`config.mk`:
```
export PLATFORM = sky130hd
export DESIGN_NAME = ram_rd
export DESIGN_NICKNAME = d
export VERILOG_FILES = /design/src/rtl/ram_test_pkg.sv /design/src/rtl/ram_rd_check.sv /design/src/rtl/ram_rd.sv
export SDC_FILE = /design/constraint.sdc
export NUM_CORES = 1
export LEC_CHECK = 0
export BUFFER_PORTS_ARGS = -buffer_cell sky130_fd_sc_hd__buf_4
export CORE_MARGIN = 2
export CORE_UTILIZATION = 57
export DETAILED_ROUTE_END_ITERATION = 7
export GPL_TIMING_DRIVEN = 0
export PLACE_DENSITY_LB_ADDON = 0.05
export SLEW_MARGIN = 25
export SYNTH_ARGS = -nofsm -noshare
export SYNTH_HDL_FRONTEND = slang
export SYNTH_HIERARCHICAL = 1
export SYNTH_SLANG_ARGS = --single-unit
```
`constraint.sdc`:
```
create_clock -name clk -period 2.8 [get_ports clk]
set_input_delay 0.14 -clock clk [delete_from_list [all_inputs] [get_ports clk]]
set_output_delay 0.14 -clock clk [all_outputs]
set_load 0.1 [all_outputs]
```
`src/rtl/ram_test_pkg.sv`:
```
// Shared definitions for the dual-port RAM test design: default widths,
// read-side FSM states and the data pattern both sides agree on.
package ram_test_pkg;

    localparam int ADDR_W_DEF = 6;
    localparam int DATA_W_DEF = 8;

    typedef enum logic [1:0] {
        IDLE  = 2'd0,
        READ  = 2'd1,
        DRAIN = 2'd2
    } rd_state_t;

    // Word stored at an address is the address itself, zero-extended.
    function automatic logic [31:0] pattern_data(input logic [31:0] addr);
        return addr;
    endfunction

endpackage

```
`src/rtl/ram_rd_check.sv`:
```
// Aligns returned RAM words with their issue address, checks them against the
// write pattern and keeps the error/pass statistics.
module ram_rd_check
    import ram_test_pkg::*;
#(
    parameter int ADDR_W = ADDR_W_DEF,
    parameter int DATA_W = DATA_W_DEF,
    parameter int RD_LAT = 1,
    parameter int CNT_W  = 16
) (
    input  logic              clk,
    input  logic              rst,
    input  logic              issue_en,
    input  logic [ADDR_W-1:0] issue_addr,
    input  logic [DATA_W-1:0] ram_rd_data,
    output logic              rd_valid,
    output logic [DATA_W-1:0] rd_data,
    output logic [ADDR_W-1:0] rd_addr,
    output logic              err_flag,
    output logic [CNT_W-1:0]  err_cnt,
    output logic [ADDR_W-1:0] first_err_addr,
    output logic [CNT_W-1:0]  pass_cnt
);

    logic              en_pipe_reg   [RD_LAT];
    logic [ADDR_W-1:0] addr_pipe_reg [RD_LAT];

    logic              word_valid;
    logic [ADDR_W-1:0] word_addr;
    logic [DATA_W-1:0] expected_data;
    logic              mismatch;
    logic              last_word;

    logic              rd_valid_reg;
    logic [DATA_W-1:0] rd_data_reg;
    logic [ADDR_W-1:0] rd_addr_reg;
    logic              err_flag_reg;
    logic [CNT_W-1:0]  err_cnt_reg;
    logic [ADDR_W-1:0] first_err_addr_reg;
    logic [CNT_W-1:0]  pass_cnt_reg;

    // Stage RD_LAT-1 lines up with the cycle the RAM presents the word.
    always_ff @(posedge clk or posedge rst) begin
        if (rst) begin
            for (int i = 0; i < RD_LAT; i++) begin
                en_pipe_reg[i]   <= 1'b0;
                addr_pipe_reg[i] <= '0;
            end
        end else begin
            for (int i = RD_LAT - 1; i > 0; i--) begin
                en_pipe_reg[i]   <= en_pipe_reg[i-1];
                addr_pipe_reg[i] <= addr_pipe_reg[i-1];
            end
            en_pipe_reg[0]   <= issue_en;
            addr_pipe_reg[0] <= issue_addr;
        end
    end

    assign word_valid    = en_pipe_reg[RD_LAT-1];
    assign word_addr     = addr_pipe_reg[RD_LAT-1];
    assign expected_data = DATA_W'(pattern_data(32'(word_addr)));
    assign mismatch      = word_valid && (ram_rd_data != expected_data);
    assign last_word     = word_valid && (word_addr == {ADDR_W{1'b1}});

    always_ff @(posedge clk or posedge rst) begin
        if (rst) begin
            rd_valid_reg       <= 1'b0;
            rd_data_reg        <= '0;
            rd_addr_reg        <= '0;
            err_flag_reg       <= 1'b0;
            err_cnt_reg        <= '0;
            first_err_addr_reg <= '0;
            pass_cnt_reg       <= '0;
        end else begin
            rd_valid_reg <= word_valid;
            if (word_valid) begin
                rd_data_reg <= ram_rd_data;
                rd_addr_reg <= word_addr;
            end
            if (mismatch) begin
                if (err_cnt_reg != {CNT_W{1'b1}})
                    err_cnt_reg <= err_cnt_reg + CNT_W'(1);
                if (!err_flag_reg) begin
                    err_flag_reg       <= 1'b1;
                    first_err_addr_reg <= word_addr;
                end
            end
            if (last_word)
                pass_cnt_reg <= pass_cnt_reg + CNT_W'(1);
        end
    end

    assign rd_valid       = rd_valid_reg;
    assign rd_data        = rd_data_reg;
    assign rd_addr        = rd_addr_reg;
    assign err_flag       = err_flag_reg;
    assign err_cnt        = err_cnt_reg;
    assign first_err_addr = first_err_addr_reg;
    assign pass_cnt       = pass_cnt_reg;

endmodule

```
`src/rtl/ram_rd.sv`:
```
// Read-side controller: sweeps RAM port B continuously while rd_flag is high
// and hands every returned word to the checker.
module ram_rd
    import ram_test_pkg::*;
#(
    parameter int ADDR_W = ADDR_W_DEF,
    parameter int DATA_W = DATA_W_DEF,
    parameter int RD_LAT = 1,
    parameter int CNT_W  = 16
) (
    input  logic              clk,
    input  logic              rst,
    input  logic              rd_flag,
    output logic              ram_rd_en,
    output logic [ADDR_W-1:0] ram_rd_addr,
    input  logic [DATA_W-1:0] ram_rd_data,
    output logic              rd_valid,
    output logic [DATA_W-1:0] rd_data,
    output logic [ADDR_W-1:0] rd_addr,
    output logic              err_flag,
    output logic [CNT_W-1:0]  err_cnt,
    output logic [ADDR_W-1:0] first_err_addr,
    output logic [CNT_W-1:0]  pass_cnt
);

    rd_state_t         state_reg, state_next;
    logic [ADDR_W-1:0] addr_reg, addr_next;
    logic [1:0]        drain_cnt_reg, drain_cnt_next;

    always_ff @(posedge clk or posedge rst) begin
        if (rst) begin
            state_reg     <= IDLE;
            addr_reg      <= '0;
            drain_cnt_reg <= '0;
        end else begin
            state_reg     <= state_next;
            addr_reg      <= addr_next;
            drain_cnt_reg <= drain_cnt_next;
        end
    end

    // The cycle that sees rd_flag low still issues its address; DRAIN then
    // waits out the RAM latency so that word reaches the checker.
    always_comb begin
        state_next     = state_reg;
        addr_next      = addr_reg;
        drain_cnt_next = drain_cnt_reg;
        ram_rd_en      = 1'b0;
        case (state_reg)
            IDLE: begin
                addr_next      = '0;
                drain_cnt_next = '0;
                if (rd_flag)
                    state_next = READ;
            end
            READ: begin
                ram_rd_en = 1'b1;
                if (rd_flag) begin
                    addr_next = addr_reg + ADDR_W'(1);
                end else begin
                    state_next     = DRAIN;
                    drain_cnt_next = '0;
                end
            end
            DRAIN: begin
                if (drain_cnt_reg == 2'(RD_LAT - 1)) begin
                    state_next = IDLE;
                    addr_next  = '0;
                end else begin
                    drain_cnt_next = drain_cnt_reg + 2'd1;
                end
            end
            default: begin
                state_next = IDLE;
                addr_next  = '0;
            end
        endcase
    end

    assign ram_rd_addr = addr_reg;

    ram_rd_check #(
        .ADDR_W (ADDR_W),
        .DATA_W (DATA_W),
        .RD_LAT (RD_LAT),
        .CNT_W  (CNT_W)
    ) u_check (
        .clk            (clk),
        .rst            (rst),
        .issue_en       (ram_rd_en),
        .issue_addr     (addr_reg),
        .ram_rd_data    (ram_rd_data),
        .rd_valid       (rd_valid),
        .rd_data        (rd_data),
        .rd_addr        (rd_addr),
        .err_flag       (err_flag),
        .err_cnt        (err_cnt),
        .first_err_addr (first_err_addr),
        .pass_cnt       (pass_cnt)
    );

endmodule

```
# Word level (Yosys, flattened, before mapping)
# Index checks and enable logic that the tools add are counted.
word_totals:
  ff_bits: 71
  latch_bits: 0
  ramBits: 0
  rom_bits: 0
  out_inout_bits: 61
  elab_cells: 48
  n_memories: 0
classes:
  n_addsub: 4
  n_mul: 0
  n_div: 0
  n_lt_le_gt_ge: 0
  eq_ne: 10
  shifts: 0
  muxes: 11
  bitwise: 1
  reduce_logical: 10
op_table:
  columns: ["operator", "n"]
  rows:
  - ["adder 16 x 1 -> 16 bit, second input constant", 2]
  - ["inequality test 16 bit, second input constant", 1]
  - ["2-to-1 mux 6 bit", 2]
  - ["case mux 2 bit (3 select lines)", 2]
  - ["case mux 6 bit (2 select lines)", 1]
  - ["2-to-1 mux 2 bit", 5]
  - ["inequality test 2 bit, second input constant", 5]
  - ["inequality test 8 x 6 -> 1 bit", 1]
  - ["adder 6 x 1 -> 6 bit, second input constant", 1]
  - ["== test 6 bit, second input constant", 1]
  - ["AND reduction 2 bit", 3]
  - ["AND reduction 3 bit", 2]
  - ["zero test 2 bit", 2]
  - ["nonzero test 3 bit", 1]
  - ["adder 2 x 1 -> 2 bit, second input constant", 1]
  - ["== test 2 x 1 -> 1 bit, second input constant", 1]
  - ["== test 2 bit, second input constant", 1]
  - ["logical AND 1 bit", 2]
  - ["2-to-1 mux 1 bit", 1]
  - ["NOT 1 bit", 1]

# Logic depth before layout (Yosys ltp)
depth:
  depth_word: 3
  depth_mapped: 7
  ltp_nobuf: 6

# Cells and area by module
# The synthesis kept the hierarchy.
modules_own_cells:
  columns: ["mod", "instances", "cells_each", "area_per_inst_um2"]
  rows:
  - ["ram_rd_check", 1, 192, 2542.4]
  - ["ram_rd", 1, 47, 489.2]

# Least setup slack after synthesis
# No wires, ideal clock.
synth_path:
  path_type: "flip-flop to flip-flop"
  start: "register state_reg[0]"
  end: "register addr_reg[5] (netlist: ram_rd_addr[5])"
  setup_ns: 0.085
  arrival_ns: 2.279
  required_time_ns: 2.715
  setup_slack_ns: 0.436
  path_stages_with_launch: 4
  n_path_buf: 0
  synth_period_minus_slack_ns: 2.364
  cell_sequence: "dfrtp_1 > nor2b_1 > nor2_1 > a21oi_1"
synth_between:
  elab_chain_cells: 3
synth_lines:
  columns: ["element", "line_no", "rtl"]
  rows:
  - ["start: declaration", "ram_rd.sv:26", "rd_state_t state_reg, state_next;"]
  - ["start signal: assignment", "ram_rd.sv:36", "state_reg <= state_next;"]
  - ["== test 2 x 1 -> 1 bit / == test 2 bit (equally long branches)", "ram_rd.sv:49", "case (state_reg)"]
  - ["inequality test 2 bit (no line)", null, null]
  - ["AND reduction 2 bit (no line)", null, null]
  - ["end signal: assignment", "ram_rd.sv:37", "addr_reg <= addr_next;"]
  - ["end: declaration", "ram_rd.sv:27", "logic [ADDR_W-1:0] addr_reg, addr_next;"]
# Parallel ways exist; a longest one is shown, timed or not.
# A chain may end at the register's enable or synchronous reset.

# Worst setup path in the final report
layout_path:
  start: "register u_check/addr_pipe_reg[1] in the netlist's numbering"
  end: "register u_check.first_err_addr_reg[0] (netlist: u_check/first_err_addr[0])"
layout_between:
  elab_chain_cells: 3
layout_lines:
  columns: ["element", "line_no", "rtl"]
  rows:
  - ["start: declaration", "ram_rd_check.sv:26", "logic [ADDR_W-1:0] addr_pipe_reg [RD_LAT];"]
  - ["start signal: indexed assignment", "ram_rd_check.sv:52", "addr_pipe_reg[i] <= addr_pipe_reg[i-1];"]
  - ["inequality test 8 x 6 -> 1 bit", "ram_rd_check.sv:62", "assign mismatch = word_valid && (ram_rd_data != expected_data);"]
  - ["logical AND 1 bit", "ram_rd_check.sv:62", null]
  - ["AND reduction 2 bit (no line)", null, null]
  - ["end signal: assignment", "ram_rd_check.sv:85", "first_err_addr_reg <= word_addr;"]
  - ["end: declaration", "ram_rd_check.sv:39", "logic [ADDR_W-1:0] first_err_addr_reg;"]
# Every way passes these cells.

==> results.yml <==
hold_path:
  hold_class: "in2reg"
power_and_ir_drop:
  seqPwrFrac_pct: 43.2
  p_switching_uw: 1128
  p_leak_uw: 0.001955
  switching_share_pct: 41.16
  comb_power_share_pct: 32.2
  p_per_area_mw_per_mm2: 712.0
  p_int_uw: 1612
  ir_drop_mv: 1.100
  p_clk_share_pct: 24.6
synth:
  ys_types: 34
  ys_warn_count: 6
  synth_commonest_cells: "dfrtp_1 (71), mux2_2 (23), xor2_1 (21)"
  avgSynthCellArea_sq_um: 12.68
  yosysTopAreaCellShare_pct: 58.61
  synth_fp_nets: 254
  synthFlopType: "dfrtp_1"
  synth_top_area_cell: "dfrtp_1"
  synthTopCellsByArea: "dfrtp_1 (59%), mux2_2 (8.5%), xor2_1 (6.1%)"
  syn_area_sq_mm: 0.003032
  synth_async_sr_flop_share_pct: 100.0
  ys_seq_area_share_pct: 58.61
  yosys.cell_count.top_type: "dfrtp_1"
  syn_inst: 239
  synth_edf_count: 0
  synth_seq_cells: 71
clocking:
  cts_tree: "yes"
  ctsResizeCount: 0
  cts_buffer_depth: 2
  clock-sinks: 71
  clk_pin_slew_worst_paths_ns: 0.07
  worstSkewPairLatency_ns: 0.34
  post_cts_buffers: 0
  numCtsBuffers: 9
  ctsHoldBuffers: 1
  root_buffer: "clkbuf_8"
  cts_max_level: 3
global_route:
  grt_pass1_vias: 2025
  grt-ovfl-total: 0
  grtUsageTotal_pct: 21.13
  grt_pass1_wl_microns: 9749
  grt_max_degree: 55
  antenna_found_initial: 0
timing:
  fin_setup_tns_ns: 0
  tightestPinTransition_ns: 0.6498
  relSlewSlack_pct: 56.28
  setup_viol: 0
  hold_viol_final: 0
  fmax_ghz: 0.4781
  finalCritPeriodShare_pct: 74.71
  rsz0062_at_grt: "no"
  fin_crit_ns: 2.092
  clock_skew_ns: 0.005977
  slew_violations: 0
  hold_slack_ns: 0.04858
worst_setup_path:
  worst-setup-path-type: "reg2reg"
  cp-start-kind: "flop"
  critical_path_required_ns: 3.02
  slowest_delay_ns: 0.50
  crit_slowest_cell: "o41ai_4"
  end_kind: "flop"
  path_cells: "xnor2_1 -> nand4_1 -> o41ai_4 -> or2_1 -> buf_4 -> mux2_2"
  path_max_fanout: 8
  cp.arrival_ns: 2.32
  critPathBufInv: 1
  critPathTopFamily: "compound AO/OA/AOI/OAI gates"
die:
  io_pins: 72
  die_area_sq_mm: 0.005918
  coreArea_sq_mm: 0.005107
  die_w_microns: 76.93
  die_h_microns: 76.93
  rows: 26
  initial_utilization_pct: 59.36
status:
  status: "finished clean"
placed_design:
  placed_area_sq_mm: 0.003682
  io_buffer_count: 71
  gp_congestion: 0.7384
  hpwlAfterDp_microns: 4110
drt:
  vias: 2108
  first_iter_violations: 93
  viasPerCell: 5.296
  postRouteWirelength_microns: 5740
  detail-route-antenna-nets: 0
  post_drt_wl_per_cell_microns: 14.42
  route.detailed.drc: 0
  drt_first_pass_iters: 4
flow_run:
  maxCapViolations: 0
final_layout:
  area_growth_pct: 26.95
  design_area_sq_mm: 0.003849
  num-fill-cells: 373
  n_antenna_cell: 0
  drive_gt1_share_pct: 36.89
  nets: 338
-- cells in the final DEF, fill, tap and decap left out --
cell | synthesis | final
or2_1 | 2 | 2
ha_1 | 4 | 4
clkbuf_1 | 1 | 3
clkbuf_8 | 0 | 9
clkinv_2 | 0 | 5
mux2_2 | 23 | 23
nor3_4 | 1 | 1
nor3_1 | 8 | 8
a22o_1 | 1 | 1
nand3_1 | 9 | 9
nor4b_1 | 1 | 1
and4_1 | 1 | 1
buf_4 | 4 | 75
a21oi_1 | 1 | 1
buf_16 | 0 | 1
inv_1 | 4 | 3
nor3b_4 | 1 | 1
and2_2 | 1 | 1
or2_0 | 1 | 1
nor2_4 | 1 | 1
nand4_1 | 9 | 9
buf_2 | 1 | 1
xnor2_1 | 18 | 18
dlygate4sd3_1 | 0 | 1
nand2_1 | 20 | 20
inv_4 | 0 | 1
xor2_1 | 21 | 21
or3_1 | 2 | 2
o21ai_0 | 3 | 3
nor3b_1 | 3 | 3
nor4_1 | 7 | 7
and3_1 | 6 | 6
nor2_1 | 8 | 8
nand4_2 | 1 | 1
a32o_1 | 1 | 1
nand2b_1 | 1 | 1
dfrtp_1 | 71 | 71
nor2b_1 | 2 | 2
o41ai_4 | 1 | 1
-- per-stage QoR --
step	setup WS [ns]	instances	util [%]	power, uW
after global routing	0.5877	398	75.36	2847
after global placement	0.4215	380	71.51	2070
after floorplan	0.4357	239	-	1889
after detailed placement	0.7499	381	72.10	2085
after CTS	0.7113	398	75.36	2767
final	0.7082	398	75.36	2740
-- cell families (layout without fill, tap and decap cells) --
family                     count (synthesis)  after routing  share of synthesized area [%]
AOI/OAI and AO/OA                          7              7                          2.187
xor gates and xnor gates                  39             39                          11.27
adders and majority gates                  4              4                          1.651
buffers and inverters                     10             99                          1.774
DFF                                       71             71                          58.60
muxes                                     23             23                          8.543
and+or+nand+nor                           85             85                          15.97
-- cell type report --
class                      instances  area [sq um]  share of cell area (%)
tap                               70         87.58                   2.276
clock buffer                      11         131.4                   3.414
sequential                        71          1777                   46.16
clock inverter                     5         25.02                  0.6502
buffer                             6         38.79                   1.008
multi-input combinational        158          1201                   31.21
inverter                           4         17.52                  0.4551
timing repair buffer              73         570.5                   14.82
-- layer usage --
layer	global-route usage [%]	up-vias	routed length (microns)	part of all wire [%]
met2	33.16	55	2784	49
met1	27.59	1051	2541	44
met4	7.091	0	80	1.4
li1	-	995	-	-
met5	0	-	0	0
met3	7.294	7	332	5.8
-- worst paths after layout --
kind | startpoint | endpoint | slack, ns | cells after the start
worst max-delay path | u_check/addr_pipe_reg[1]$_DFF_PP0_ | u_check/first_err_addr[0]$_DFFE_PP0P_ | 0.71 | 6
worst min-delay path | ram_rd_data[7] | u_check/rd_data[7]$_DFFE_PP0P_ | 0.05 | 2
min in group asynchronous | rst | u_check/err_cnt[5]$_DFFE_PP0P_ | 0.25 | 3
max in group asynchronous | rst | u_check/rd_data[1]$_DFFE_PP0P_ | 2.09 | 4
worst min register to register | u_check/en_pipe_reg$_DFF_PP0_ | u_check/rd_valid$_DFF_PP0_ | 0.38 | 0
worst max register to register | u_check/addr_pipe_reg[1]$_DFF_PP0_ | u_check/first_err_addr[0]$_DFFE_PP0P_ | 0.71 | 6
-- power by group through the flow --
stage               clock [uW]  sequential [uW]  combinational (uW)
floorplan                    0             1730                 160
global placement             0             1200                 869
detailed placement           0             1200                 884
CTS                        696             1180                 887
global route               738             1200                 914
finish                     675             1180                 882
Power figures use the tool's default switching activity.
